$ cat src/rtl/decode_register_file.sv
// ---------------------------------------------------------------------------
// decode_register_file
//
// Register file and stack-pointer unit for the decode stage. Holds eight
// general-purpose registers and the stack pointer, and supplies the source,
// destination and SP values that the decode/execute pipeline register
// captures on the next rising edge.
//
// Ports:
//   clk, reset         rising-edge clock, synchronous active-high reset
//   en                 decode advance; 0 stalls SP updates only
//   reg_src_1_num      source-1 register number (always a valid register)
//   reg_src_2_num      source-2 register number, 8..15 = none (reads 0)
//   reg_dst_num        destination register number, 8..15 = none (reads 0)
//   sp_op, sp_amount   00/11 none, 01 push, 10 pop; step of 1 or 2 words
//   wb1_*              write-back port 1 (wins on same-register conflict)
//   wb2_*              write-back port 2 (second result of SWAP)
//   reg_src_1_value    source-1 value (write-through bypassed)
//   reg_src_2_value    source-2 value (write-through bypassed)
//   reg_dst_value      destination register's current value (bypassed)
//   SP_value           memory address for this instruction's stack access
// ---------------------------------------------------------------------------
module decode_register_file #(
   parameter int                    DATA_WIDTH = 16,
   parameter int                    NUM_REGS   = 8,
   parameter int                    SP_WIDTH   = 32,
   parameter logic [SP_WIDTH-1:0]   SP_RESET   = 'h000F_FFFF
) (
   input  logic                  clk,
   input  logic                  reset,
   input  logic                  en,
   input  logic [2:0]            reg_src_1_num,
   input  logic [3:0]            reg_src_2_num,
   input  logic [3:0]            reg_dst_num,
   input  logic [1:0]            sp_op,
   input  logic                  sp_amount,
   input  logic                  wb1_en,
   input  logic [3:0]            wb1_num,
   input  logic [DATA_WIDTH-1:0] wb1_value,
   input  logic                  wb2_en,
   input  logic [3:0]            wb2_num,
   input  logic [DATA_WIDTH-1:0] wb2_value,
   output logic [DATA_WIDTH-1:0] reg_src_1_value,
   output logic [DATA_WIDTH-1:0] reg_src_2_value,
   output logic [DATA_WIDTH-1:0] reg_dst_value,
   output logic [SP_WIDTH-1:0]   SP_value
);

   localparam int         IDX_W = $clog2(NUM_REGS);
   localparam logic [4:0] NREG  = 5'(NUM_REGS);

   localparam logic [1:0] SP_OP_PUSH = 2'b01;
   localparam logic [1:0] SP_OP_POP  = 2'b10;

   logic [DATA_WIDTH-1:0] regs_q [NUM_REGS];
   logic [DATA_WIDTH-1:0] regs_d [NUM_REGS];
   logic [SP_WIDTH-1:0]   sp_q;
   logic [SP_WIDTH-1:0]   sp_d;

   logic                  wb1_valid;
   logic                  wb2_valid;
   logic [SP_WIDTH-1:0]   sp_step;
   logic [SP_WIDTH-1:0]   sp_plus;
   logic [SP_WIDTH-1:0]   sp_minus;

   assign wb1_valid = wb1_en && ({1'b0, wb1_num} < NREG);
   assign wb2_valid = wb2_en && ({1'b0, wb2_num} < NREG);

   // Read with write-through bypass: a write presented this cycle is visible
   // before the edge that stores it. Port 1 is checked first so the bypass
   // agrees with the value that will actually be stored on a conflict.
   function automatic logic [DATA_WIDTH-1:0] read_reg(input logic [3:0] num);
      if ({1'b0, num} >= NREG)
         return '0;
      else if (wb1_en && (wb1_num == num))
         return wb1_value;
      else if (wb2_en && (wb2_num == num))
         return wb2_value;
      else
         return regs_q[num[IDX_W-1:0]];
   endfunction

   assign reg_src_1_value = read_reg({1'b0, reg_src_1_num});
   assign reg_src_2_value = read_reg(reg_src_2_num);
   assign reg_dst_value   = read_reg(reg_dst_num);

   // Stack pointer arithmetic wraps modulo 2^SP_WIDTH by construction.
   assign sp_step  = sp_amount ? SP_WIDTH'(2) : SP_WIDTH'(1);
   assign sp_plus  = sp_q + sp_step;
   assign sp_minus = sp_q - sp_step;

   // A pop addresses the slot above SP; push and none address SP itself.
   // This stays valid while stalled so the held instruction sees a stable
   // address.
   assign SP_value = (sp_op == SP_OP_POP) ? sp_plus : sp_q;

   always_comb begin
      // NOTE: every next-state signal gets a hold default first, so no path
      // through this block leaves a value unassigned and no latch is inferred.
      regs_d = regs_q;
      sp_d   = sp_q;

      // Port 2 first, then port 1, so port 1 overwrites on a conflict.
      // Write-back is independent of en: writes complete during stalls.
      if (wb2_valid) regs_d[wb2_num[IDX_W-1:0]] = wb2_value;
      if (wb1_valid) regs_d[wb1_num[IDX_W-1:0]] = wb1_value;

      if (en) begin
         case (sp_op)
            SP_OP_PUSH: sp_d = sp_minus;
            SP_OP_POP:  sp_d = sp_plus;
            default:    sp_d = sp_q;
         endcase
      end
   end

   always_ff @(posedge clk) begin
      // NOTE: state is updated with non-blocking assignments so every flop
      // samples its pre-edge value regardless of statement order.
      if (reset) begin
         // NOTE: the register array is reset explicitly because software
         // relies on R0..R7 reading zero after reset; this keeps it as
         // flops rather than a RAM macro, which is fine at eight entries.
         for (int i = 0; i < NUM_REGS; i++) regs_q[i] <= '0;
         sp_q <= SP_RESET;
      end else begin
         regs_q <= regs_d;
         sp_q   <= sp_d;
      end
   end

endmodule

$ cat config.mk
export PLATFORM = sky130hd
export DESIGN_NAME = decode_register_file
export DESIGN_NICKNAME = d
export VERILOG_FILES = /design/src/rtl/decode_register_file.sv
export SDC_FILE = /design/constraint.sdc
export NUM_CORES = 1
export LEC_CHECK = 0
export BUFFER_PORTS_ARGS = -buffer_cell sky130_fd_sc_hd__buf_2
export CAP_MARGIN = 20
export CORE_ASPECT_RATIO = 1.5
export CORE_MARGIN = 5
export CORE_UTILIZATION = 25
export CTS_CLUSTER_DIAMETER = 60
export DETAILED_ROUTE_END_ITERATION = 12
export PLACE_DENSITY_LB_ADDON = 0.05
export SLEW_MARGIN = 20
export SYNTH_ARGS = -nofsm -noshare
export SYNTH_HDL_FRONTEND = slang
export SYNTH_SLANG_ARGS = --single-unit
$ cat constraint.sdc
create_clock -name clk -period 7.15 [get_ports clk]
set_input_delay 0.715 -clock clk [delete_from_list [all_inputs] [get_ports clk]]
set_output_delay 0.715 -clock clk [all_outputs]
set_load 0.1 [all_outputs]
==> results.md, run 1 <==
- # DRC: 0
- Area growth syn-to-layout: 14.5%
- Total grt overflow: 0
- Cell area after synthesis: 13,000 sq um
- Sequential fraction of the synthesis area: 24.7%
- Hold EP: regs_q[117]
- Worst skew pair latency: 0.46 ns
- Max-cap violations: 0
- Worst-margin pin slew: 1.11 ns
- Critical-path top delay cell: nor4_2
- # clock sinks: 160
- Post-layout util: 28.8%
- Final clock skew: 0.00420 ns
- First-pass GRT wire length: 92.2 mm
- CTS H-tree depth: 4
- Max-slew violation count: 0
- CP Cell Sequence: buf_2 -> inv_1 -> ha_1 -> inv_1 -> fa_1 -> nand4b_1 -> nor4_2 -> nand2_1 -> nor2_1 -> xor2_1 -> buf_2
- Leak: 5.61 nW
- Crit. End Element: output pin
- Final Cycle Share: 62.9%
- Number of nets in the layout: 1,647
- Flop and latch count out of synthesis: 160
- Drt pass-1 iters: 5
- Resized cells post-CTS: 0
- Dominant synthesized flop cell: dfxtp_1
- Family with the most delay on the worst path: simple AND/OR/NAND/NOR gates
- Post-CTS setup buffers: 0
- Ys async rst share: 0%
- Die width: 196 um
- Dominant cell type by area after synthesis: dfxtp_1
- Reg2Reg Capture Point: sp_q[18]
- Peak VDD IR: 0.000175 V
- Die height: 289 um
- Routed WL: 63.2 mm
- Via Count: 12,600
- Commonest non-fill, non-tap cell in the layout: nor2_1
- Post-route ant nets: 0
- Worst-path clk slew: 0.07 ns
- Number of cells on the critical path: 11
- I/O Buffers: 138
- Largest cells by area after synthesis: dfxtp_1, mux2i_1, mux4_2
- Setup violators final: 0
- Total GRT Usage: 22.1%
- Tmin final: 4.50 ns
- Cts hold-fix bufs: 0
- Die area: 56,600 sq um
- Share of cells above drive strength 1: 19.3%
- Outcome: complete, no violations
- Synth top area share: 24.7%
- Rows: 102
- Ys Warns: 0
- Initial antenna violation count: 7
- Most frequent cells in the layout: nor2_1, mux2i_1, nand2_1
- Final hold vios: 0
- Initial core utilization: 25.2%
- Final HPWL DP: 43.5 mm
- WL per Instance: 27.8 um
- Power, Total: 0.00293 W
- CP Launch Type: primary input
- Worst reg2reg startpoint: sp_q[0]
- Fin Setup TNS: 0 ns
- Hold_sp: regs_q[117]
- Num CTS Buffers: 17
- Worst rel slew slack: 26.2%
- Hold Path Depth: 2
- Worst Reg-to-Reg Cells: 8
- Post-synth cell types: 69
- CTS tree: done
- Vias in the first global route: 12,900
- Bufs on Longest Clock Path: 2
- HP Class: reg -> reg
- Worst path buffer plus inverter count: 4
- Largest net degree at the start of global routing: 86
- Synth Area per Inst: 8.30 sq um
- Power per Cell Area: 197 nW/um^2
- R2R setup slack: 4.13 ns
- Slowest stage delay, CP: 0.66 ns
- IO Pins: 139
- Routability congestion estimate: 0.809
- CP arrival: 3.78 ns
- Worst-path maximum fanout: 6
- DRT iter0 DRCs: 789
- Fmax: 222 MHz
- Core area: 51,600 sq um
- Root buffer selected by CTS: clkbuf_16
- WP data required: 6.43 ns
- Place WS: 2.64 ns
- EDFF count, synth: 0
- Post-route setup slack: 2.65 ns
- RSZ-0062 raised after global routing: false
- Setup CP Type: in -> out
- Drt via density: 5.54
- Mapped Nets: 1,629
- Cells after synthesis: 1,563
## tightest hold or removal path, delay by kind of cell, from the launching register on
family / cells / cell delay, ns
flops: 1 / 0.34
compound gates: 1 / 0.08
simple gates: 1 / 0.07
## cells in the mapped netlist (3+ instances only)
| library cell | instances |
|---|---|
| nand4_1 | 16 |
| xnor2_1 | 42 |
| o21ai_0 | 62 |
| or4_1 | 10 |
| o21a_1 | 4 |
| nand3b_1 | 4 |
| nor2b_1 | 50 |
| or3_1 | 8 |
| nand2_1 | 168 |
| clkbuf_1 | 138 |
| o211ai_1 | 4 |
| mux4_2 | 66 |
| a211oi_1 | 96 |
| nand2b_1 | 7 |
| nand3_1 | 38 |
| nor4_1 | 15 |
| and3_1 | 6 |
| nor2_1 | 205 |
| dfxtp_1 | 160 |
| or2_2 | 3 |
| nor3b_1 | 3 |
| mux2_1 | 4 |
| nand4b_1 | 4 |
| mux2i_1 | 178 |
| buf_2 | 34 |
| nor4_2 | 3 |
| and4_1 | 5 |
| a21oi_1 | 15 |
| ha_1 | 5 |
| mux2_2 | 3 |
| nor3_1 | 27 |
| xor2_1 | 16 |
| a221oi_1 | 32 |
| buf_1 | 10 |
| a311oi_1 | 66 |
| inv_1 | 13 |
## final cells by class
cell class | count | area [sq um]
diodes | 3 | 7.51
clock buffers | 18 | 439
clock inverters | 13 | 258
fillers | 5593 | 36700
inverters | 14 | 52.6
multi-input cells | 1202 | 8980
flip-flops and latches | 160 | 3200
well taps | 676 | 846
repair buffers | 186 | 1060
## metal layers
metal / track usage (%) / up-vias / part of all wire [%]
met5: 0 / - / 0.10
met4: 8.80 / 10 / 3.8
met3: 3.22 / 112 / 3.7
met2: 41.9 / 338 / 54
met1: 24.5 / 6299 / 39
li1: - / 5819 / -
## worst max-delay path by stage
stage                              start                 to  slack, ns
after detailed placement       sp_amount       SP_value[18]       2.64
after floorplan           reg_dst_num[3]  reg_dst_value[10]       2.12
after CTS                      sp_amount       SP_value[18]       2.63
after global routing           sp_amount       SP_value[18]       2.35
after global placement         sp_amount       SP_value[18]       2.65
final                          sp_amount       SP_value[18]       2.65
## where the power goes
part | switching, W | total, W | internal [W]
Sequential | 0.0000416 | 0.000962 | 0.000920
Clock | 0.000454 | 0.00115 | 0.000700
Combinational | 0.000614 | 0.000813 | 0.000200
Total | 0.00111 | 0.00293 | 0.00182
## through the flow
stage,cell area [sq um],hold WS [ns],cells
finish,14800,0.523,2272
global route,14800,0.545,2271
CTS,14800,0.527,2269
detailed placement,14100,0.511,2238
global placement,14100,0.506,2237
floorplan,13000,0.476,1563
## sequential cells by signal (all words and copies together), names as in the netlist
signal / cells
sp_q: 32
regs_q: 128
## logic make-up (layout without fill, tap and decap cells)
| kind of cell | after synthesis | in the layout | synth area share [%] |
|---|---|---|---|
| AND/OR/NAND/NOR | 584 | 584 | 21.2 |
| AO/OA/AOI/OAI | 300 | 300 | 17.0 |
| multiplexers | 253 | 253 | 26.0 |
| buffers and inverters | 201 | 231 | 6.33 |
| flip-flops | 160 | 160 | 24.7 |
| XOR/XNOR | 58 | 58 | 3.92 |
| adder cells (fa/ha/maj) | 7 | 7 | 0.791 |
| other | 0 | 3 | 0 |
(Power assumes the default switching activity.)
==> inputs of run 2 (changes only) <==
--- a/config.mk
+++ b/config.mk
@@ -5,6 +5,7 @@
 export SDC_FILE = /design/constraint.sdc
 export NUM_CORES = 1
 export LEC_CHECK = 0
+export ABC_AREA = 1
 export BUFFER_PORTS_ARGS = -buffer_cell sky130_fd_sc_hd__buf_2
 export CAP_MARGIN = 20
 export CORE_ASPECT_RATIO = 1.5
==> constraint.sdc (replaced) <==
create_clock -name clk -period 3.68 [get_ports clk]
set_input_delay 0.368 -clock clk [delete_from_list [all_inputs] [get_ports clk]]
set_output_delay 0.368 -clock clk [all_outputs]
set_load 0.1 [all_outputs]
==> results.md, run 2 <==
- Worst skew pair latency: 0.47 ns (about the same)
- Num CTS Buffers: 17 (unchanged)
- # DRC: 0 (unchanged)
- Fmax: 298 MHz
- CTS H-tree depth: 4 (unchanged)
- Die area: 62,100 sq um (+9.6%)
- Top reg by flops: regs_q
- Die height: 303 um (+4.7%)
- Fillers: 6,422 (+15%)
- Largest registers: regs_q x128, sp_q x32
- Peak VDD IR: 0.000352 V (+100%)
- I/O Buffers: 138 (unchanged)
- HP Class: in -> reg
- Synth top area share: 22.4% (-2.2 points)
- CP arrival: 2.99 ns (-0.79 ns)
- Via Count: 17,400 (+38%)
- Commonest non-fill, non-tap cell in the layout: nand2_1
- Ys Warns: 0 (unchanged)
- RSZ-0062 raised after global routing: false
- Dpl cell area: 16,400 sq um (+16%)
- Leak: 7.47 nW (+33%)
- Setup violators final: 0 (unchanged)
- Setup CP Type: reg -> out
- Worst-path maximum fanout: 4 (-2)
- EDFF count, synth: 0 (unchanged)
- Final clock skew: 0.00744 ns (+0.00325 ns)
- Flop and latch count out of synthesis: 160 (unchanged)
- Routed WL: 78.2 mm (+24%)
- Synth Area per Inst: 5.64 sq um (-32%)
- Final Cycle Share: 91.2%
- Sequential fraction of the synthesis area: 22.4% (-2.2 points)
- IO Pins: 139 (unchanged)
- Max-slew violation count: 0 (unchanged)
- Worst rel slew slack: 27.2% (+0.99 points)
- Cts hold-fix bufs: 0 (unchanged)
- CP Launch Type: register
- Total GRT Usage: 24.7% (+2.6 points)
- Dominant cell type by area after synthesis: dfxtp_1
- Rows: 107 (+4.9%)
- CTS tree: done
- Mapped Nets: 2,596 (+59%)
- Max-cap violations: 0 (unchanged)
- Initial antenna violation count: 6 (-1)
- Worst-path clk slew: 0.07 ns (about the same)
- Routability congestion estimate: 0.888 (+9.9%)
- Cells after synthesis: 2,530 (+62%)
- Crit. End Element: output pin
- Area growth syn-to-layout: 18.9%
- Number of nets in the layout: 2,628 (+60%)
- Most frequent cells after synthesis: nand2_1, o21ai_0, nor2_1
- Final HPWL DP: 53.5 mm (+23%)
- Post-route ant nets: 0 (unchanged)
- Bufs on Longest Clock Path: 2 (unchanged)
- Post-route setup slack: 0.323 ns (-2.33 ns)
- Largest cells by area after synthesis: dfxtp_1, nand2_1, o21ai_0
- Outcome: complete, no violations
- Post-route cell area: 17,000 sq um (+14%)
- Drt pass-1 iters: 6 (+1)
- Tmin final: 3.36 ns
- Cell area after synthesis: 14,300 sq um (+10%)
- DRT iter0 DRCs: 1,392 (+76%)
- Vias in the first global route: 16,800 (+30%)
- Fin Setup TNS: 0 ns (unchanged)
- Worst-margin pin slew: 1.09 ns (-0.0174 ns)
- Largest net degree at the start of global routing: 79 (-8.1%)
- Root buffer selected by CTS: clkbuf_16
- Power per Cell Area: 359 nW/um^2 (+82%)
- Number of flip-flops in the largest register: 128 (unchanged)
- Total grt overflow: 0 (unchanged)
- Share of cells above drive strength 1: 11.2% (-8.1 points)
- Die width: 205 um (+4.6%)
- Ys async rst share: 0% (unchanged)
- Core area: 56,600 sq um (+9.8%)
- Min Hold Slack: 0.271 ns (-0.252 ns)
- First-pass GRT wire length: 113 mm (+23%)
- Final hold vios: 0 (unchanged)
- # clock sinks: 160 (unchanged)
- WL per Instance: 23.4 um (-16%)
- Resized cells post-CTS: 0 (unchanged)
- Dominant synthesized flop cell: dfxtp_1
- Post-CTS setup buffers: 0 (unchanged)
- Initial core utilization: 25.2% (+0.043 points)
- Drt via density: 5.20 (-6.0%)
- Place WS: 0.486 ns (-2.15 ns)
- Most frequent cells in the layout: nand2_1, o21ai_0, inv_1
- WP data required: 3.31 ns (-3.12 ns)
- Post-synth cell types: 43 (-38%)
- Count leader, synth: nand2_1
[run 2: per-stage QoR]
stage | utilization (%) | power (W) | std cells
floorplan | - | 0.00348 | 2530
global placement | 29.0 | 0.00432 | 3306
detailed placement | 29.0 | 0.00432 | 3306
CTS | 29.9 | 0.00617 | 3335
global route | 29.9 | 0.00637 | 3335
finish | 30.0 | 0.00609 | 3339
[run 2: cell families after synthesis]
| kind of cell | after synthesis | synth area share [%] |
|---|---|---|
| AOI/OAI and AO/OA | 895 | 34.4 |
| xor gates and xnor gates | 13 | 0.798 |
| adders and majority gates | 7 | 0.719 |
| buffers and inverters | 498 | 14.1 |
| DFF | 160 | 22.4 |
| and+or+nand+nor | 957 | 27.5 |
[run 2: final timing paths]
path,slack [ns],end,cells after the start,start
worst max register to register,1.39,sp_q[28],13,sp_q[0]
worst min register to register,0.53,sp_q[0],2,sp_q[0]
worst max-delay path,0.32,SP_value[28],11,sp_q[0]
worst min-delay path,0.27,regs_q[39],5,wb2_value[7]
[run 2: per-layer routing]
| metal | part of all wire, % | vias up | track usage, % |
|---|---|---|---|
| li1 | - | 8476 | - |
| met1 | 39 | 8111 | 28.1 |
| met2 | 52 | 633 | 46.2 |
| met3 | 4.8 | 153 | 2.52 |
| met4 | 4.6 | 4 | 10.8 |
| met5 | 0.041 | - | 0 |
[run 2: critical path: stages (launching register included)]
cell     delay, ns
dfxtp_1       0.37
ha_1          0.18
inv_1         0.05
fa_1          0.43
nor2_1        0.28
inv_1         0.09
nor2_2        0.34
nand3_1       0.12
nand2_1       0.08
nand2_1       0.06
o21ai_1       0.07
buf_2         0.44
[run 2: report_power, final]
group	internal (W)	switching (W)
logic	0.000627	0.00175
registers	0.00180	0.0000961
clock network	0.000933	0.000880
[run 2: final cells by class]
| cell class | instances | area, sq um | share of cell area, % |
|---|---|---|---|
| Antenna cell | 4 | 10.0 | 0.0590 |
| Clock buffer | 18 | 439 | 2.59 |
| Inverter | 310 | 1170 | 6.89 |
| Clock inverter | 11 | 95.1 | 0.561 |
| Tap cell | 763 | 955 | 5.63 |
| Sequential cell | 160 | 3200 | 18.9 |
| Multi-Input combinational cell | 1872 | 9110 | 53.7 |
| Timing Repair Buffer | 201 | 1990 | 11.7 |
==> inputs of run 3 (changes only) <==
--- a/config.mk
+++ b/config.mk
@@ -5,7 +5,6 @@
 export SDC_FILE = /design/constraint.sdc
 export NUM_CORES = 1
 export LEC_CHECK = 0
-export ABC_AREA = 1
 export BUFFER_PORTS_ARGS = -buffer_cell sky130_fd_sc_hd__buf_2
 export CAP_MARGIN = 20
 export CORE_ASPECT_RATIO = 1.5
==> results.md, run 3 (synthesis gave the netlist of run 1 again) <==
- Dpl cell area: 15,600 sq um (-5.1%)
- Max-cap violations: 0 (unchanged)
- Root buffer selected by CTS: clkbuf_16
- First-pass GRT wire length: 91.5 mm (-19%)
- Worst rel slew slack: 37.3% (+10 points)
- Final clock skew: 0.00433 ns (-0.00311 ns)
- CTS tree: done
- Largest registers: regs_q x128, sp_q x32
- CP Cell Sequence: and4_1 -> nand2_1 -> nor4_1 -> nand2b_1 -> xnor2_1 -> buf_12
- Top reg by flops: regs_q
- Storage element area: 3200 sq um (unchanged)
- Worst skew pair latency: 0.45 ns (-0.02 ns)
- Final hold vios: 0 (unchanged)
- Outcome: complete, no violations
- Die area: 56,600 sq um (-8.7%)
- Drt pass-1 iters: 5 (-1)
- Worst-path clk slew: 0.08 ns (about the same)
- Core area: 51,600 sq um (-9.0%)
- Power, Total: 0.00557 W (-8.7%)
- Total GRT Usage: 21.8% (-2.8 points)
- Post-CTS setup buffers: 0 (unchanged)
- Setup violators final: 0 (unchanged)
- Setup CP Type: reg -> out
- Tmin final: 3.50 ns (+0.143 ns)
- Commonest non-fill, non-tap cell in the layout: nor2_1
- WP data required: 3.31 ns (about the same)
- WL per Instance: 27.4 um (+17%)
- Routability congestion estimate: 0.823 (-7.4%)
- Rows: 102 (-4.7%)
- Cts hold-fix bufs: 0 (unchanged)
- Worst Reg-to-Reg Cells: 5 (-8)
- Worst-path maximum fanout: 13 (+9)
- Resized cells post-CTS: 0 (unchanged)
- Bufs on Longest Clock Path: 2 (unchanged)
- Multi-input logic area: 9160 sq um (+0.62%)
- Post-route insts no fill: 2,303 (-31%)
- RSZ-0062 raised after global routing: false
- Vias in the first global route: 12,800 (-24%)
- Area growth syn-to-layout: 24.8%
- Via Count: 12,900 (-26%)
- Num CTS Buffers: 17 (unchanged)
- Number of flip-flops in the largest register: 128 (unchanged)
- Die height: 289 um (-4.5%)
- Final Cycle Share: 95.1% (+3.9 points)
- Min Hold Slack: 0.300 ns (+0.0289 ns)
- Share of cells above drive strength 1: 22.4% (+11 points)
- Initial antenna violation count: 10 (+4)
- Number of nets in the layout: 1,672 (-36%)
- Reg2Reg Capture Point: sp_q[25]
- Final HPWL DP: 44.4 mm (-17%)
- Drt via density: 5.59 (+7.4%)
- HP Class: in -> reg
- Worst reg2reg startpoint: sp_q[6]
- Max-slew violation count: 0 (unchanged)
- Fillers: 5,435 (-15%)
- Slowest stage delay, CP: 0.67 ns (+0.23 ns)
- Fmax: 286 MHz (-4.1%)
- Critical-path top delay cell: nor4_1
- Die width: 196 um (-4.4%)
- Crit. End Element: output pin
- Routed WL: 63.1 mm (-19%)
- Post-layout util: 31.4% (+1.4 points)
- Power per Cell Area: 344 nW/um^2 (-4.3%)
- # DRC: 0 (unchanged)
- Worst-margin pin slew: 0.938 ns (-0.151 ns)
- IO Pins: 139 (unchanged)
- Most frequent cells in the layout: nor2_1, mux2i_1, nand2_1
- Leak: 6.03 nW (-19%)
- Post-route ant nets: 0 (unchanged)
- I/O Buffers: 138 (unchanged)
- Peak VDD IR: 0.000337 V (-4.4%)
- Post-Place Cells: 2,263 (-32%)
- Initial core utilization: 25.2% (-0.043 points)
- Total grt overflow: 0 (unchanged)
- DRT iter0 DRCs: 941 (-32%)
- Hold Path Depth: 3 (-2)
- Largest net degree at the start of global routing: 69 (-13%)
- Post-route cell area: 16,200 sq um (-4.6%)
- Hold EP: regs_q[9]
- CTS H-tree depth: 4 (unchanged)
- # clock sinks: 160 (unchanged)
- CP Launch Type: register
- R2R setup slack: 0.93 ns (-0.46 ns)
- Hold_sp: wb2_value[9]
- CP arrival: 3.13 ns (+0.14 ns)
run 3: report_power, final:
| part | switching (W) | internal [W] | total [W] |
|---|---|---|---|
| combinational | 0.00124 | 0.000589 | 0.00183 |
| clock | 0.000941 | 0.000924 | 0.00186 |
| sequential | 0.0000811 | 0.00179 | 0.00187 |
run 3: worst max path at each step:
| stage | from | to | depth (start not counted) |
|---|---|---|---|
| after floorplan | reg_dst_num[3] | reg_dst_value[4] | 8 |
| after global placement | sp_amount | SP_value[26] | 10 |
| after detailed placement | sp_amount | SP_value[26] | 10 |
| after CTS | sp_q[6] | SP_value[29] | 6 |
| after global routing | sp_q[6] | SP_value[29] | 6 |
| final | sp_q[6] | SP_value[29] | 6 |
run 3: worst max-delay path: cells and delay by family (launching register included):
| kind | cells | cell delay [ns] |
|---|---|---|
| xor gates and xnor gates | 1 | 0.27 |
| buffers and inverters | 1 | 0.21 |
| DFF | 1 | 0.65 |
| and+or+nand+nor | 4 | 1.54 |
run 3: final cells by class:
| cell class | instances | area share [%] |
|---|---|---|
| timing repair buffer | 211 | 14.4 |
| tap | 676 | 5.23 |
| inverter | 14 | 0.325 |
| sequential | 160 | 19.8 |
| antenna | 8 | 0.124 |
| clock inverter | 14 | 0.858 |
| clock buffer | 18 | 2.71 |
| multi-input combinational | 1202 | 56.6 |
run 3: routing by layer:
| metal | wire, um | global-route usage [%] | up-vias |
|---|---|---|---|
| met2 | 32300 | 39.1 | 499 |
| met4 | 2970 | 10.4 | 0 |
| met5 | 0 | 0 | - |
| li1 | - | - | 5888 |
| met1 | 25000 | 25.7 | 6361 |
| met3 | 2890 | 2.83 | 121 |
run 3: through the flow:
stage                     worst slack [ns]  setup TNS, ns
after floorplan                     -0.658          -7.76
after global placement               0.397              0
after detailed placement             0.329              0
after CTS                            0.122              0
after global routing                0.0212              0
final                                0.181              0
